===== config.mk =====
export PLATFORM = sky130hd
export DESIGN_NAME = mem_dump_unit
export DESIGN_NICKNAME = d
export VERILOG_FILES = /design/src/rtl/risc_vector_pkg.sv /design/src/rtl/mem_dump_unit.sv
export SDC_FILE = /design/constraint.sdc
export NUM_CORES = 1
export LEC_CHECK = 0
export CAP_MARGIN = 10
export CORE_MARGIN = 3
export CORE_UTILIZATION = 50
export CTS_CLUSTER_SIZE = 12
export DETAILED_ROUTE_END_ITERATION = 16
export PLACE_DENSITY_LB_ADDON = 0.12
export SLEW_MARGIN = 10
export SYNTH_ARGS = -nofsm -noshare
export SYNTH_HDL_FRONTEND = slang
export SYNTH_SLANG_ARGS = --single-unit

===== constraint.sdc =====
create_clock -name Clk_i -period 3.1 [get_ports Clk_i]
set_input_delay 0.62 -clock Clk_i [delete_from_list [all_inputs] [get_ports Clk_i]]
set_output_delay 0.62 -clock Clk_i [all_outputs]
set_load 0.005 [all_outputs]

===== src/rtl/risc_vector_pkg.sv =====
// Shared definitions for the risc_vector memory side: FSM state encoding and
// default memory geometry.
package risc_vector_pkg;

   localparam int DEF_MEM_ADDR_WIDTH = 5;
   localparam int DEF_MEM_DATA_WIDTH = 16;
   localparam int DEF_MEM_NUMBER     = 32;

   localparam logic [2:0] S_IDLE = 3'd0;
   localparam logic [2:0] S_READ = 3'd1;
   localparam logic [2:0] S_WAIT = 3'd2;
   localparam logic [2:0] S_SEND = 3'd3;
   localparam logic [2:0] S_FIN  = 3'd4;

   typedef enum logic [2:0] {
      ST_IDLE = S_IDLE,
      ST_READ = S_READ,
      ST_WAIT = S_WAIT,
      ST_SEND = S_SEND,
      ST_FIN  = S_FIN
   } dump_state_t;

endpackage


===== src/rtl/mem_dump_unit.sv =====
// Streams a wrapping address range of a synchronous memory out over valid/ready,
// one read per word (3 cycles/word when unstalled); SEND holds the word until accepted.
module mem_dump_unit
   import risc_vector_pkg::*;
#(
   parameter int MEM_ADDR_WIDTH = DEF_MEM_ADDR_WIDTH,
   parameter int MEM_DATA_WIDTH = DEF_MEM_DATA_WIDTH,
   parameter int MEM_NUMBER     = DEF_MEM_NUMBER
) (
   input  logic                      Clk_i,
   input  logic                      Rst_i,
   input  logic                      Start_i,
   input  logic [MEM_ADDR_WIDTH-1:0] Base_i,
   input  logic [MEM_ADDR_WIDTH:0]   Len_i,
   output logic                      Busy_o,
   output logic                      Done_o,
   output logic                      Mem_rd_en_o,
   output logic [MEM_ADDR_WIDTH-1:0] Mem_addr_o,
   input  logic [MEM_DATA_WIDTH-1:0] Mem_rdata_i,
   output logic                      Dump_valid_o,
   output logic [MEM_DATA_WIDTH-1:0] Dump_data_o,
   output logic [MEM_ADDR_WIDTH-1:0] Dump_addr_o,
   output logic                      Dump_last_o,
   input  logic                      Dump_ready_i
);

   localparam logic [MEM_ADDR_WIDTH:0]   LEN_MAX   = (MEM_ADDR_WIDTH+1)'(MEM_NUMBER);
   localparam logic [MEM_ADDR_WIDTH-1:0] ADDR_LAST = MEM_ADDR_WIDTH'(MEM_NUMBER - 1);
   localparam logic [MEM_ADDR_WIDTH:0]   ONE_LEFT  = (MEM_ADDR_WIDTH+1)'(1);

   dump_state_t               state;
   logic [MEM_ADDR_WIDTH-1:0] addr_cnt;
   logic [MEM_ADDR_WIDTH:0]   remaining;
   logic [MEM_ADDR_WIDTH-1:0] addr_next;
   logic [MEM_ADDR_WIDTH:0]   len_sat;

   assign addr_next = (addr_cnt == ADDR_LAST) ? '0 : addr_cnt + 1'b1;
   assign len_sat   = (Len_i > LEN_MAX) ? LEN_MAX : Len_i;

   // Outputs are registered alongside the state so each one lines up with the state it belongs to.
   always_ff @(posedge Clk_i or posedge Rst_i) begin
      if (Rst_i) begin
         state        <= ST_IDLE;
         addr_cnt     <= '0;
         remaining    <= '0;
         Busy_o       <= 1'b0;
         Done_o       <= 1'b0;
         Mem_rd_en_o  <= 1'b0;
         Mem_addr_o   <= '0;
         Dump_valid_o <= 1'b0;
         Dump_data_o  <= '0;
         Dump_addr_o  <= '0;
         Dump_last_o  <= 1'b0;
      end else begin
         Done_o      <= 1'b0;
         Mem_rd_en_o <= 1'b0;
         Mem_addr_o  <= '0;
         case (state)
            ST_IDLE: begin
               if (Start_i) begin
                  Busy_o <= 1'b1;
                  if (Len_i == '0) begin
                     state  <= ST_FIN;
                     Done_o <= 1'b1;
                  end else begin
                     addr_cnt    <= Base_i;
                     remaining   <= len_sat;
                     state       <= ST_READ;
                     Mem_rd_en_o <= 1'b1;
                     Mem_addr_o  <= Base_i;
                  end
               end
            end
            ST_READ: state <= ST_WAIT;
            ST_WAIT: begin
               Dump_valid_o <= 1'b1;
               Dump_data_o  <= Mem_rdata_i;
               Dump_addr_o  <= addr_cnt;
               Dump_last_o  <= (remaining == ONE_LEFT);
               state        <= ST_SEND;
            end
            ST_SEND: begin
               if (Dump_ready_i) begin
                  Dump_valid_o <= 1'b0;
                  Dump_data_o  <= '0;
                  Dump_addr_o  <= '0;
                  Dump_last_o  <= 1'b0;
                  addr_cnt     <= addr_next;
                  remaining    <= remaining - 1'b1;
                  if (remaining == ONE_LEFT) begin
                     state  <= ST_FIN;
                     Done_o <= 1'b1;
                  end else begin
                     state       <= ST_READ;
                     Mem_rd_en_o <= 1'b1;
                     Mem_addr_o  <= addr_next;
                  end
               end
            end
            ST_FIN: begin
               state  <= ST_IDLE;
               Busy_o <= 1'b0;
            end
            default: begin
               state  <= ST_IDLE;
               Busy_o <= 1'b0;
            end
         endcase
      end
   end

endmodule

==> flow_summary.toml, run 1 <==
[synthesis]
avgSynthCellArea_um2 = 11.5
synth.distinct_cells = 40
async_flop_share_pct = 100
synth_area_leader_cell = "dfrtp_1"
synth-seq-cells = 45
synth_cells = 179
synth_ff_type = "dfrtp_1"
synth_nets = 214
synth.area.top_cells = "dfrtp_1 55%, a22o_1 11%, mux2_4 2.9%, a21oi_1 2.7%, ha_1 2.4%"
synth.top_cell.area_share_pct = 54.5
ys_seq_area_share_pct = 54.5
yosys_warnings = 0
syn-cell-area_um2 = 2060
synth_edf_count = 0

[setup_path]
cp-startpoint = "Len_i[1]"
critPathKind = "input port to flop"
critical_path.cell_chain = "clkdlybuf4s50_1, nor4_2, a21oi_2, a21oi_2, buf_4, mux2_4"
rr_worst_depth = 5
crit_fanout = 8
rr_endpoint = "addr_cnt[3]"
crit_family = "buffers and inverters"
cpMostUsedCell = "a21oi_2"
endpoint = "addr_cnt[3]"
cp.depth = 6
crit_path_end_kind = "flop"
crit_path_start_kind = "input port"
rrSetupSlack_ns = 0.88
worst_ep_arrival_time_ns = 2.75
crit_buf_inv = 2
r2r_start = "state[2]"
worstPathRequired_ns = 3.28
cp_slowest_cell = "nor4_2"
slowest_delay_ns = 0.54

[finish]
antenna_cells = 0
nFillCells = 266
drive_gt1_share_pct = 10.7
area_growth_pct = 38.0
nets = 277

[worst_hold_path]
hp-class = "flop to flop"
min_path_cells = 1

[floorplan]
design.core.area_um2 = 3830
die_area_um2 = 4940
initial_core_util_pct = 54.0
die_y_um = 70.3
row_count = 22
die_w_um = 70.3
pin_count = 62

[clocking]
path_clk_slew_ns = 0.08
numCtsBuffers = 5
cts_resized = 0
cts_post_setup_buffers_inserted = 0
clock_sinks = 45
worstSkewPairLatency_ns = 0.29
cts_tree = "built"
cts.path.max_buffers = 2
ctsHoldBuffers = 0
clock_tree.root_cell = "clkbuf_8"
htree_levels = 2

[detailed_routing]
post_drt_wl_per_cell_um = 17.1
vias = 1731
wl_um = 4970
drc = 0
ant_nets = 0
vias_per_cell = 5.95
first_pass_iters = 4
drtIter0Drc = 68

[place]
place_hpwl_um = 3450
gp_congestion = 0.892
io_buffer_count = 61

[timing]
rsz0062_at_grt = "false"
setup-violations-final = 0
min_period_ns = 2.57
fin_setup_tns_ns = 0
fin_crit_sh_pct = 82.9
holdWs_ns = 0.486
finalHoldViolCount = 0
maxSlewViolCount = 0
finClkSkew_ns = 0.00918
tightestPinTransition_ns = 0.536
maxSlewHeadroom_pct = 64.0
max_clock_freq_mhz = 389

[global_route]
grt_max_degree = 24
grt_pass1_vias = 1704
antenna_found_initial = 0
grt_pass1_wl_um = 8360
grt_remaining_overflow = 0
grt_usage_pct = 21.0

[flow_run]
drv_cap = 0

[pwr]
power_per_cell_area_nw_per_um2 = 955
p_leak_nw = 1.27
peakVddDrop_mv = 0.652

[status]
status = "completed"
==> cell usage after synthesis, types with 2 or more instances <==
| library cell | number |
|---|---|
| inv_1 | 6 |
| o22ai_1 | 2 |
| a32o_1 | 2 |
| mux2_2 | 2 |
| nand2_1 | 10 |
| o2bb2ai_1 | 2 |
| a21oi_1 | 11 |
| buf_2 | 3 |
| xor2_1 | 2 |
| mux2_4 | 4 |
| and3b_1 | 2 |
| and3_1 | 3 |
| a21bo_2 | 2 |
| clkbuf_1 | 6 |
| a21oi_2 | 2 |
| a31oi_1 | 2 |
| dfrtp_1 | 45 |
| a211oi_1 | 4 |
| nor3b_1 | 2 |
| a22o_1 | 25 |
| nand3b_1 | 2 |
| nor2_1 | 13 |
| nor3_1 | 2 |
| o21ai_0 | 3 |
| o22a_1 | 2 |
| ha_1 | 4 |
| nand3_1 | 3 |
==> state kept, by name, indices dropped and copies added (netlist names) <==
signal and count:
Dump_data_o 16, remaining 6, Dump_addr_o 5, Mem_addr_o 5
addr_cnt 5, state 3, Busy_o 1, Done_o 1
Dump_last_o 1, Dump_valid_o 1, Mem_rd_en_o 1
==> routing by layer <==
metal,vias up,share of wire [%],track usage (%)
li1,794,-,-
met3,18,6.6,5.18
met5,-,0,0
met4,0,2.2,7.87
met1,842,43,27.8
met2,77,48,33.4
==> stage by stage <==
stage / cell area, um2 / std cells / util (%) / power, mW / worst slack (ns)
5_1_grt: 2850 / 291 / 74.5 / 2.89 / 0.437
4_1_cts: 2850 / 291 / 74.5 / 2.73 / 0.589
2_1_floorplan: 2060 / 179 / - / 1.73 / 1.17
3_5_place_dp: 2730 / 283 / 71.3 / 2.25 / 0.272
6_report: 2850 / 291 / 74.5 / 2.72 / 0.529
3_3_place_gp: 2730 / 283 / 71.3 / 2.19 / 0.384
==> where the power goes <==
part	internal, mW	switching, mW
sequential	0.816	0.189
combinational	0.698	0.557
clock	0.262	0.197
==> cells in the final DEF (no fill, tap or decap), types with 4 or more instances in the layout <==
| cell type | netlist | final |
|---|---|---|
| a22o_1 | 25 | 25 |
| nor2_1 | 13 | 13 |
| dfrtp_1 | 45 | 45 |
| ha_1 | 4 | 4 |
| a21oi_1 | 11 | 11 |
| buf_4 | 0 | 5 |
| nand2_1 | 10 | 10 |
| a211oi_1 | 4 | 4 |
| clkbuf_8 | 0 | 6 |
| clkdlybuf4s50_1 | 0 | 61 |
| mux2_4 | 4 | 4 |
| inv_1 | 6 | 5 |
==> cell families (layout without fill, tap and decap cells) <==
group                      Yosys count  count (layout)  synth area share [%]
and+or+nand+nor                     42              42                  10.7
AOI/OAI and AO/OA                   63              63                  23.5
buffers and inverters               16              80                  3.45
xor gates and xnor gates             2               2                 0.849
adders and majority gates            4               4                  2.42
DFF                                 45              45                  54.5
muxes                                7               7                  4.48
==> worst min path at each step <==
stage / from / endpoint / slack (ns)
2_1_floorplan: remaining[5] / remaining[5] / 0.47
3_3_place_gp: Dump_valid_o / Dump_valid_o / 0.46
3_5_place_dp: Dump_valid_o / Dump_valid_o / 0.47
4_1_cts: Dump_valid_o / Dump_valid_o / 0.49
5_1_grt: Dump_valid_o / Dump_valid_o / 0.52
6_report: Dump_valid_o / Dump_valid_o / 0.49
==> final cells by class <==
type	count	area, um2	share of cell area, %
Timing Repair Buffer	66	648	22.7
Clock buffer	6	82.6	2.90
Tap cell	48	60.1	2.11
Clock inverter	2	37.5	1.32
Sequential cell	45	1130	39.5
Inverter	6	22.5	0.791
Multi-Input combinational cell	118	872	30.6
(Power assumes the default switching activity.)
==> run 2, diff against run 1 <==
--- a/config.mk
+++ b/config.mk
@@ -7,7 +7,7 @@
 export LEC_CHECK = 0
 export CAP_MARGIN = 10
 export CORE_MARGIN = 3
-export CORE_UTILIZATION = 50
+export CORE_UTILIZATION = 47
 export CTS_CLUSTER_SIZE = 12
 export DETAILED_ROUTE_END_ITERATION = 16
 export PLACE_DENSITY_LB_ADDON = 0.12
==> constraint.sdc (replaced) <==
create_clock -name Clk_i -period 2.5 [get_ports Clk_i]
set_input_delay 0.5 -clock Clk_i [delete_from_list [all_inputs] [get_ports Clk_i]]
set_output_delay 0.5 -clock Clk_i [all_outputs]
set_load 0.005 [all_outputs]
==> flow_summary.toml, run 2 (synthesized netlist as in run 1, its figures left out) <==
[setup_path]
crit_path_end_kind = "flop"
worst_ep_arrival_time_ns = 2.40
rrSetupSlack_ns = 0.47
critPathKind = "input port to flop"
rr_worst_depth = 3
crit_path_start_kind = "input port"
rr_endpoint = "remaining[1]"
crit_fanout = 11
worstPathRequired_ns = 2.70
r2r_start = "state[0]"

[clocking]
cts_post_setup_buffers_inserted = 0
clock_sinks = 45
numCtsBuffers = 5
cts_resized = 0
worstSkewPairLatency_ns = 0.30
cts.path.max_buffers = 2
path_clk_slew_ns = 0.09
ctsHoldBuffers = 0
htree_levels = 2
clock_tree.root_cell = "clkbuf_8"
cts_tree = "built"

[detailed_routing]
wl_met3_um = 305
drc = 0
drtIter0Drc = 111
wl_met2_um = 2490
vias = 1700
ant_nets = 0
drt-met1-wl_um = 2180
vias_per_cell = 5.78
wl_um = 5090
top_layer_used = "met4"
first_pass_iters = 4
post_drt_wl_per_cell_um = 17.3

[finish]
top_register = "Dump_data_o"
nets = 278
area_growth_pct = 38.5
fin_area_um2 = 2860
largest_reg_flops = 16
drive_gt1_share_pct = 11.1
final_cell_mix = "61 x clkdlybuf4s50_1, 45 x dfrtp_1, 25 x a22o_1"
antenna_cells = 0
final_util_pct = 69.5
final_common_cell = "clkdlybuf4s50_1"
largestRegisters = "Dump_data_o (16), remaining (6)"
layout.cells.non_filler = 294
nFillCells = 310

[floorplan]
design.core.area_um2 = 4120
row_count = 23
pin_count = 62
initial_core_util_pct = 50.2
die_w_um = 72.3
die_area_um2 = 5220
die_y_um = 72.3

[timing]
setup-violations-final = 0
fin_crit_sh_pct = 88.3
rsz0062_at_grt = "false"
maxSlewHeadroom_pct = 51.8
finalHoldViolCount = 0
tightestPinTransition_ns = 0.723
setup_ws_ns = 0.293
finClkSkew_ns = 0.00967
maxSlewViolCount = 0
min_period_ns = 2.21
max_clock_freq_mhz = 453

[pwr]
p_switching_mw = 1.16
pwr-share-clk_pct = 17.1
p_int_mw = 2.20
peakVddDrop_mv = 0.676
seq_power_share_pct = 36.9
combinationalPowerShare_pct = 46.0
power_mw = 3.36
p_leak_nw = 1.27
power_per_cell_area_nw_per_um2 = 1180
swShare_pct = 34.6

[worst_hold_path]
hp-class = "input port to asynchronous set/reset pin"

[global_route]
grt_usage_pct = 20.8
antenna_found_initial = 0
grt_remaining_overflow = 0
grt_pass1_vias = 1698
grt_max_degree = 42
grt_pass1_wl_um = 8310

[place]
io_buffer_count = 61
gp_congestion = 0.854
place_area_um2 = 2740
place_hpwl_um = 3750
pre_cts_ws_ns = -0.0464
dp.cells = 286

[flow_run]
drv_cap = 0

[status]
status = "completed"
run 2: power by group through the flow:
| stage | clock network (mW) | logic [mW] | registers (mW) |
|---|---|---|---|
| after floorplan | 0 | 0.955 | 1.20 |
| after global placement | 0 | 1.51 | 1.23 |
| after detailed placement | 0 | 1.55 | 1.25 |
| after CTS | 0.586 | 1.56 | 1.24 |
| after global routing | 0.616 | 1.70 | 1.28 |
| final | 0.576 | 1.55 | 1.24 |
run 2: worst max-delay path, cell delays in order:
cell,delay [ns]
clkdlybuf4s50_1,0.44
nor4_2,0.38
a21oi_2,0.12
a21oi_2,0.55
mux2_2,0.41
run 2: worst max-delay path by stage:
stage                     depth (start not counted)     start  slack, ns           end
after floorplan                                   5  Len_i[1]       0.69   addr_cnt[0]
after global placement                            5  Len_i[1]       0.02  remaining[1]
after detailed placement                          5  Len_i[1]      -0.05  remaining[1]
after CTS                                         5  Len_i[1]       0.28  remaining[1]
after global routing                              5  Len_i[1]       0.23  remaining[1]
final                                             5  Len_i[1]       0.29  remaining[1]
run 2: per-stage QoR:
step | hold WS, ns | setup TNS [ns]
2_1_floorplan | 0.474 | 0
3_3_place_gp | 0.468 | 0
3_5_place_dp | 0.471 | -0.0464
4_1_cts | 0.361 | 0
5_1_grt | 0.362 | 0
6_report | 0.366 | 0
run 2: per-layer routing:
metal	up-vias	global-route usage, %
li1	792	-
met1	832	26.2
met2	63	34.7
met3	13	4.57
met4	0	8.35
met5	-	0
run 2: final cells by class:
cell class / instances / area, um2 / share of cell area, %
repair buffers: 67 / 656 / 22.9
well taps: 50 / 62.6 / 2.19
clock buffers: 6 / 82.6 / 2.89
inverters: 6 / 22.5 / 0.788
flip-flops and latches: 45 / 1130 / 39.4
multi-input cells: 118 / 872 / 30.5
clock inverters: 2 / 37.5 / 1.31
